### src/rtl/rl_lj_pair_dispatcher.sv
// ============================================================================
// rl_lj_pair_dispatcher : (ref, neighbour) pair feeder for the LJ force tile.
// Optional self-pair skipping: define PAIR_SKIP_SELF_EN.   Revision: 1.0
// ============================================================================
`default_nettype none

module rl_lj_pair_dispatcher #(
  parameter int DATA_WIDTH      = 32,
  parameter int ID_WIDTH        = 16,
  parameter int COUNT_WIDTH     = 16,
  parameter int FIFO_DEPTH      = 16,
  parameter int FIFO_ADDR_WIDTH = 4
) (
  input  logic                   clk,
  input  logic                   rst,
  input  logic                   ref_valid_i,
  output logic                   ref_ready_o,
  input  logic [DATA_WIDTH-1:0]  ref_x_i,
  input  logic [DATA_WIDTH-1:0]  ref_y_i,
  input  logic [DATA_WIDTH-1:0]  ref_z_i,
  input  logic [ID_WIDTH-1:0]    ref_id_i,
  input  logic [COUNT_WIDTH-1:0] ref_nbr_count_i,
  input  logic                   nbr_valid_i,
  output logic                   nbr_ready_o,
  input  logic [DATA_WIDTH-1:0]  nbr_x_i,
  input  logic [DATA_WIDTH-1:0]  nbr_y_i,
  input  logic [DATA_WIDTH-1:0]  nbr_z_i,
  input  logic [ID_WIDTH-1:0]    nbr_id_i,
  output logic                   pair_valid_o,
  input  logic                   pair_ready_i,
  output logic [DATA_WIDTH-1:0]  pair_ref_x_o,
  output logic [DATA_WIDTH-1:0]  pair_ref_y_o,
  output logic [DATA_WIDTH-1:0]  pair_ref_z_o,
  output logic [DATA_WIDTH-1:0]  pair_nbr_x_o,
  output logic [DATA_WIDTH-1:0]  pair_nbr_y_o,
  output logic [DATA_WIDTH-1:0]  pair_nbr_z_o,
  output logic [ID_WIDTH-1:0]    pair_ref_id_o,
  output logic                   pair_last_o,
  output logic                   ref_done_o,
`ifdef PAIR_SKIP_SELF_EN
  output logic [COUNT_WIDTH-1:0] skip_count_o,
`endif
  output logic                   busy_o
);

  localparam int ENTRY_W = 3*DATA_WIDTH + ID_WIDTH;

  localparam logic [1:0] S_IDLE   = 2'd0;
  localparam logic [1:0] S_STREAM = 2'd1;
  localparam logic [1:0] S_DRAIN  = 2'd2;
  localparam logic [1:0] S_DONE   = 2'd3;

  logic [1:0]                 state_q, state_d;
  logic [ENTRY_W-1:0]         mem_q [FIFO_DEPTH];
  logic [FIFO_ADDR_WIDTH-1:0] wr_ptr_q, rd_ptr_q;
  logic [FIFO_ADDR_WIDTH:0]   occ_q, occ_d;
  logic [COUNT_WIDTH-1:0]     remaining_q, remaining_d;
  logic [DATA_WIDTH-1:0]      ref_x_q, ref_y_q, ref_z_q, ref_x_d, ref_y_d, ref_z_d;
  logic [ID_WIDTH-1:0]        ref_id_q, ref_id_d;
  logic [DATA_WIDTH-1:0]      nbr_x_q, nbr_y_q, nbr_z_q, nbr_x_d, nbr_y_d, nbr_z_d;
  logic [DATA_WIDTH-1:0]      pref_x_q, pref_y_q, pref_z_q, pref_x_d, pref_y_d, pref_z_d;
  logic [ID_WIDTH-1:0]        pref_id_q, pref_id_d;
  logic                       pair_valid_q, pair_valid_d;
  logic                       pair_last_q, pair_last_d;
  logic                       ref_done_q, ref_done_d;
  logic [COUNT_WIDTH-1:0]     skip_count_q, skip_count_d;

  logic [ENTRY_W-1:0] head;
  logic               fifo_empty, push, pop, load, skip;
  logic               ref_accept, pair_accept, rem_is_one;

  assign head        = mem_q[rd_ptr_q];
  assign fifo_empty  = (occ_q == '0);
  assign nbr_ready_o = (occ_q != (FIFO_ADDR_WIDTH+1)'(FIFO_DEPTH));
  assign push        = nbr_valid_i && nbr_ready_o;
  assign ref_accept  = ref_valid_i && ref_ready_o;
  assign pair_accept = pair_valid_q && pair_ready_i;
  assign rem_is_one  = (remaining_q == COUNT_WIDTH'(1));

`ifdef PAIR_SKIP_SELF_EN
  assign skip = (state_q == S_STREAM) && !fifo_empty && (head[ID_WIDTH-1:0] == ref_id_q);
`else
  assign skip = 1'b0;
`endif
  assign load = (state_q == S_STREAM) && !fifo_empty && !skip && (!pair_valid_q || pair_ready_i);
  assign pop  = load || skip;
  assign occ_d = occ_q + (FIFO_ADDR_WIDTH+1)'(push) - (FIFO_ADDR_WIDTH+1)'(pop);

  // Storage has no reset: pointers and occupancy alone define the contents.
  always_ff @(posedge clk) begin
    if (push) mem_q[wr_ptr_q] <= {nbr_x_i, nbr_y_i, nbr_z_i, nbr_id_i};
  end

  always_ff @(posedge clk or posedge rst) begin
    if (rst) state_q <= S_IDLE;
    else     state_q <= state_d;
  end

  always_comb begin
    state_d = state_q;
    case (state_q)
      S_IDLE:   if (ref_accept) state_d = (ref_nbr_count_i == '0) ? S_DONE : S_STREAM;
      S_STREAM: if (pop && rem_is_one) begin
                  // A skipped final entry only needs DRAIN if a pair is still held.
                  if (load || (pair_valid_q && !pair_ready_i)) state_d = S_DRAIN;
                  else                                         state_d = S_DONE;
                end
      S_DRAIN:  if (pair_accept) state_d = S_DONE;
      S_DONE:   state_d = S_IDLE;
      default:  state_d = S_IDLE;
    endcase
  end

  always_comb begin
    ref_ready_o = (state_q == S_IDLE);
    busy_o      = (state_q != S_IDLE);
  end

  always_comb begin
    ref_x_d = ref_x_q;  ref_y_d = ref_y_q;  ref_z_d = ref_z_q;  ref_id_d = ref_id_q;
    remaining_d  = remaining_q;
    skip_count_d = skip_count_q;
    pref_x_d = pref_x_q;  pref_y_d = pref_y_q;  pref_z_d = pref_z_q;  pref_id_d = pref_id_q;
    nbr_x_d  = nbr_x_q;   nbr_y_d  = nbr_y_q;   nbr_z_d  = nbr_z_q;
    pair_valid_d = pair_valid_q;
    pair_last_d  = pair_last_q;
    ref_done_d   = (state_q == S_DONE);
    if (ref_accept) begin
      ref_x_d = ref_x_i;  ref_y_d = ref_y_i;  ref_z_d = ref_z_i;  ref_id_d = ref_id_i;
      remaining_d  = ref_nbr_count_i;
      skip_count_d = '0;
    end
    if (pop) remaining_d = remaining_q - COUNT_WIDTH'(1);
    if (skip) skip_count_d = skip_count_q + COUNT_WIDTH'(1);
    if (load) begin
      pref_x_d = ref_x_q;  pref_y_d = ref_y_q;  pref_z_d = ref_z_q;  pref_id_d = ref_id_q;
      {nbr_x_d, nbr_y_d, nbr_z_d} = head[ENTRY_W-1:ID_WIDTH];
      pair_valid_d = 1'b1;
      pair_last_d  = rem_is_one;
    end else if (pair_accept) begin
      pair_valid_d = 1'b0;
      pair_last_d  = 1'b0;
    end
  end

  always_ff @(posedge clk or posedge rst) begin
    if (rst) begin
      wr_ptr_q <= '0;  rd_ptr_q <= '0;  occ_q <= '0;
      ref_x_q <= '0;  ref_y_q <= '0;  ref_z_q <= '0;  ref_id_q <= '0;
      remaining_q <= '0;  skip_count_q <= '0;
      pref_x_q <= '0;  pref_y_q <= '0;  pref_z_q <= '0;  pref_id_q <= '0;
      nbr_x_q <= '0;  nbr_y_q <= '0;  nbr_z_q <= '0;
      pair_valid_q <= 1'b0;  pair_last_q <= 1'b0;  ref_done_q <= 1'b0;
    end else begin
      if (push) wr_ptr_q <= wr_ptr_q + FIFO_ADDR_WIDTH'(1);
      if (pop)  rd_ptr_q <= rd_ptr_q + FIFO_ADDR_WIDTH'(1);
      occ_q <= occ_d;
      ref_x_q <= ref_x_d;  ref_y_q <= ref_y_d;  ref_z_q <= ref_z_d;  ref_id_q <= ref_id_d;
      remaining_q <= remaining_d;  skip_count_q <= skip_count_d;
      pref_x_q <= pref_x_d;  pref_y_q <= pref_y_d;  pref_z_q <= pref_z_d;  pref_id_q <= pref_id_d;
      nbr_x_q <= nbr_x_d;  nbr_y_q <= nbr_y_d;  nbr_z_q <= nbr_z_d;
      pair_valid_q <= pair_valid_d;  pair_last_q <= pair_last_d;  ref_done_q <= ref_done_d;
    end
  end

  assign pair_valid_o  = pair_valid_q;
  assign pair_ref_x_o  = pref_x_q;
  assign pair_ref_y_o  = pref_y_q;
  assign pair_ref_z_o  = pref_z_q;
  assign pair_ref_id_o = pref_id_q;
  assign pair_nbr_x_o  = nbr_x_q;
  assign pair_nbr_y_o  = nbr_y_q;
  assign pair_nbr_z_o  = nbr_z_q;
  assign pair_last_o   = pair_last_q;
  assign ref_done_o    = ref_done_q;
`ifdef PAIR_SKIP_SELF_EN
  assign skip_count_o  = skip_count_q;
`else
  logic unused_skip;
  assign unused_skip = ^skip_count_q;
`endif

endmodule

`default_nettype wire

### config.mk
export PLATFORM = sky130hd
export DESIGN_NAME = rl_lj_pair_dispatcher
export DESIGN_NICKNAME = d
export VERILOG_FILES = /design/src/rtl/rl_lj_pair_dispatcher.sv
export SDC_FILE = /design/constraint.sdc
export NUM_CORES = 2
export LEC_CHECK = 0
export CAP_MARGIN = 20
export CELL_PAD_IN_SITES_DETAIL_PLACEMENT = 1
export CELL_PAD_IN_SITES_GLOBAL_PLACEMENT = 1
export CORE_MARGIN = 10
export CORE_UTILIZATION = 55
export DETAILED_ROUTE_END_ITERATION = 6
export HOLD_SLACK_MARGIN = 0.12
export PLACE_DENSITY_LB_ADDON = 0.1
export SETUP_SLACK_MARGIN = 0.05
export SLEW_MARGIN = 40
export SYNTH_ARGS = -nofsm -noshare
export SYNTH_HDL_FRONTEND = slang
export SYNTH_SLANG_ARGS = --single-unit
export TNS_END_PERCENT = 30
### constraint.sdc
create_clock -name clk -period 23.8 [get_ports clk]
set_input_delay 3.57 -clock clk [delete_from_list [all_inputs] [get_ports clk]]
set_output_delay 3.57 -clock clk [all_outputs]
set_load 0.03 [all_outputs]
==> impl_metrics.tcl <==
set metrics [dict create \
    finalHoldViolations 0 \
    wl_per_cell_um 30.7 \
    min_path_type "register to register" \
    start_util_pct 55.2 \
    vias_per_cell 6.07 \
    yosysTopAreaCell "edfxtp_1" \
    cts_tree "built" \
    critPathMaxStageDelay_ps 690 \
    ys_seq_elements 1890 \
    placed_area_mm2 0.0780 \
    num_rows 132 \
    yosys_warnings 0 \
    regMostFlops "mem_q" \
    ioPinCount 459 \
    slew_headroom_pct 39.0 \
    finalCritPeriodShare_pct 29.0 \
    rr_startpoint "occ_q[2]" \
    ir_drop_uv 87.1 \
    finalSetupTns_ps 0 \
    synthesis.area_mm2 0.0713 \
    skew_ps 24.8 \
    crit_arrival_ps 7330 \
    status "completed" \
    final_common_cell "edfxtp_1" \
    holdWs_ps 460 \
    final_area_mm2 0.0843 \
    cpMostUsedCell "buf_4" \
    rsz0062_at_grt "no" \
    cp_cell_sequence "clkdlybuf4s50_1, and2_1, inv_1, nor3b_1, and2_4, buf_4, buf_4" \
    post-route-util_pct 65.3 \
    tightest_slew_ps 915 \
    whs_path_depth 2 \
    die-area_mm2 0.144 \
    final_cell_mix "1536 x edfxtp_1, 442 x clkdlybuf4s50_1, 410 x nand2_1" \
    grt_antenna_before_repair 30 \
    reg2reg_depth 9 \
    cts_resized 0 \
    worst_slack_ps 16900 \
    slew_violations 0 \
    gp_congestion 0.747 \
    clockBufferDepth 3 \
    power_density_mw_per_mm2 128 \
    critPathCaptureType "register" \
    min_from "ref_x_q[21]" \
    finalCriticalPeriod_ps 6900 \
    drive_gt1_share_pct 23.0 \
    place_ws_ps 16110 \
    leakage_nw 28.7 \
    hold_buffers 0 \
    drt-initial-drc-count 3464 \
    wl_um 184000 \
    cp.required_ps 24230 \
    ys_top_cells_by_area "edfxtp_1 65%, dfrtp_1 12%, mux4_2 12%" \
    crit_path_start_kind "input port" \
    grt_max_degree 140 \
    grt.total_usage_pct 25.4 \
    post-synth-top-area-fraction_pct 64.7 \
    syn_avg_cell_area_um2 20.0 \
    yosysSeqAreaShare_pct 77.1 \
    path_class "input port to register" \
    drc 0 \
    grt_pass1_vias 39300 \
    die_x_um 380 \
    final-setup-viol-count 0 \
    synth_nets 3823 \
    clock_sinks 1890 \
    cts_setup_buffers 0 \
    synth_edf_count 1536 \
    nFillCells 10700 \
    port_buffers 442 \
    die_y_um 380 \
    largest_reg_flops 1536 \
    area_growth_pct 18.2 \
    dr.pass1.iters 5 \
    postSynthCellCount 3560 \
    nets 4332 \
    cap_viol_max_count 0 \
    htree_levels 4 \
    max_freq_mhz 145 \
    synthArstFlopShare_pct 18.7 \
    grt-ovfl-total 0 \
    r2r_slack_ps 19350 \
    ant_nets 0 \
    clk-insertion-delay-late_ps 810 \
    vias 36400 \
    clock-root-buffer "clkbuf_16" \
    cpMaxStageDelayCell "and2_4" \
    ys_types 51 \
    cts_buffers 190 \
    r2r-end "mem_q[6][39]" \
    min_to "pair_ref_x_o[21]" \
    hpwlAfterDp_um 101000 \
    synth_top_flop_cell "edfxtp_1" \
    core-area_mm2 0.129 \
    grt_first_pass_wirelength_um 271000 \
    worstPathMaxFanout 34 \
    path_clk_slew_ps 60 \
]
## metal layers
layer	GRT usage, %	vias to the layer above	routed length (µm)
met5	0	-	185
met3	5.91	288	12800
met2	41.0	1307	90300
met4	8.31	28	4920
li1	-	15300	-
met1	34.4	19500	75400
## cell usage after synthesis (3+ instances only)
master / n
clkbuf_1: 135
inv_1: 24
mux2i_1: 30
xnor2_1: 9
dfrtp_1: 354
nand3_1: 5
nand4_1: 4
nor2_1: 21
edfxtp_1: 1536
mux2_2: 208
o21ai_0: 43
nand2_1: 411
nor3_1: 8
a211oi_1: 3
mux4_2: 384
nor4_1: 10
ha_1: 17
o22ai_1: 139
a21o_1: 5
a21oi_1: 108
buf_2: 36
buf_1: 26
and2_1: 10
nand2b_1: 3
## cells by family (layout without fill, tap and decap cells)
kind of cell / Yosys count / count (layout) / synth area share [%]
flip-flops: 1890 / 1890 / 77.1
multiplexers: 623 / 623 / 15.9
AND/OR/NAND/NOR: 486 / 486 / 2.79
AO/OA/AOI/OAI: 310 / 310 / 2.52
buffers and inverters: 223 / 893 / 1.24
adder cells (fa/ha/maj): 18 / 18 / 0.327
XOR/XNOR: 10 / 10 / 0.123
other: 0 / 15 / 0
## layout make-up
class | instances | area [µm²] | area share (%)
flip-flops and latches | 1890 | 55000 | 65.3
multi-input cells | 1447 | 15500 | 18.4
clock buffers | 280 | 5490 | 6.52
repair buffers | 515 | 5280 | 6.26
well taps | 1742 | 2180 | 2.59
clock inverters | 73 | 669 | 0.794
inverters | 25 | 114 | 0.135
diodes | 15 | 37.5 | 0.0445
## worst max-delay path by stage
stage	from	to	slack (ps)	cells past startpoint
2_1_floorplan	nbr_valid_i	mem_q[0][100]	9920	4
3_3_place_gp	nbr_valid_i	mem_q[6][43]	16160	7
3_5_place_dp	nbr_valid_i	mem_q[6][43]	16110	7
4_1_cts	nbr_valid_i	mem_q[6][97]	16990	7
5_1_grt	nbr_valid_i	mem_q[6][39]	16720	7
6_report	nbr_valid_i	mem_q[6][39]	16900	7
## power breakdown
| part | switching, mW | internal, mW | leakage (nW) |
|---|---|---|---|
| combinational | 1.90 | 1.46 | 7.62 |
| clock | 1.24 | 1.71 | 3.01 |
| sequential | 0.302 | 4.16 | 18.1 |
## stage by stage
stage / cells / total power [mW]
floorplan: 3560 / 6.68
global placement: 5606 / 7.75
detailed placement: 5617 / 7.89
CTS: 5970 / 10.9
global route: 5985 / 11.3
finish: 5987 / 10.8
## critical path: cells and delay by family
kind | cells | cell delay, ps
buf+inv | 4 | 2140
simple gates | 3 | 1560
Power figures use the tool's default switching activity.
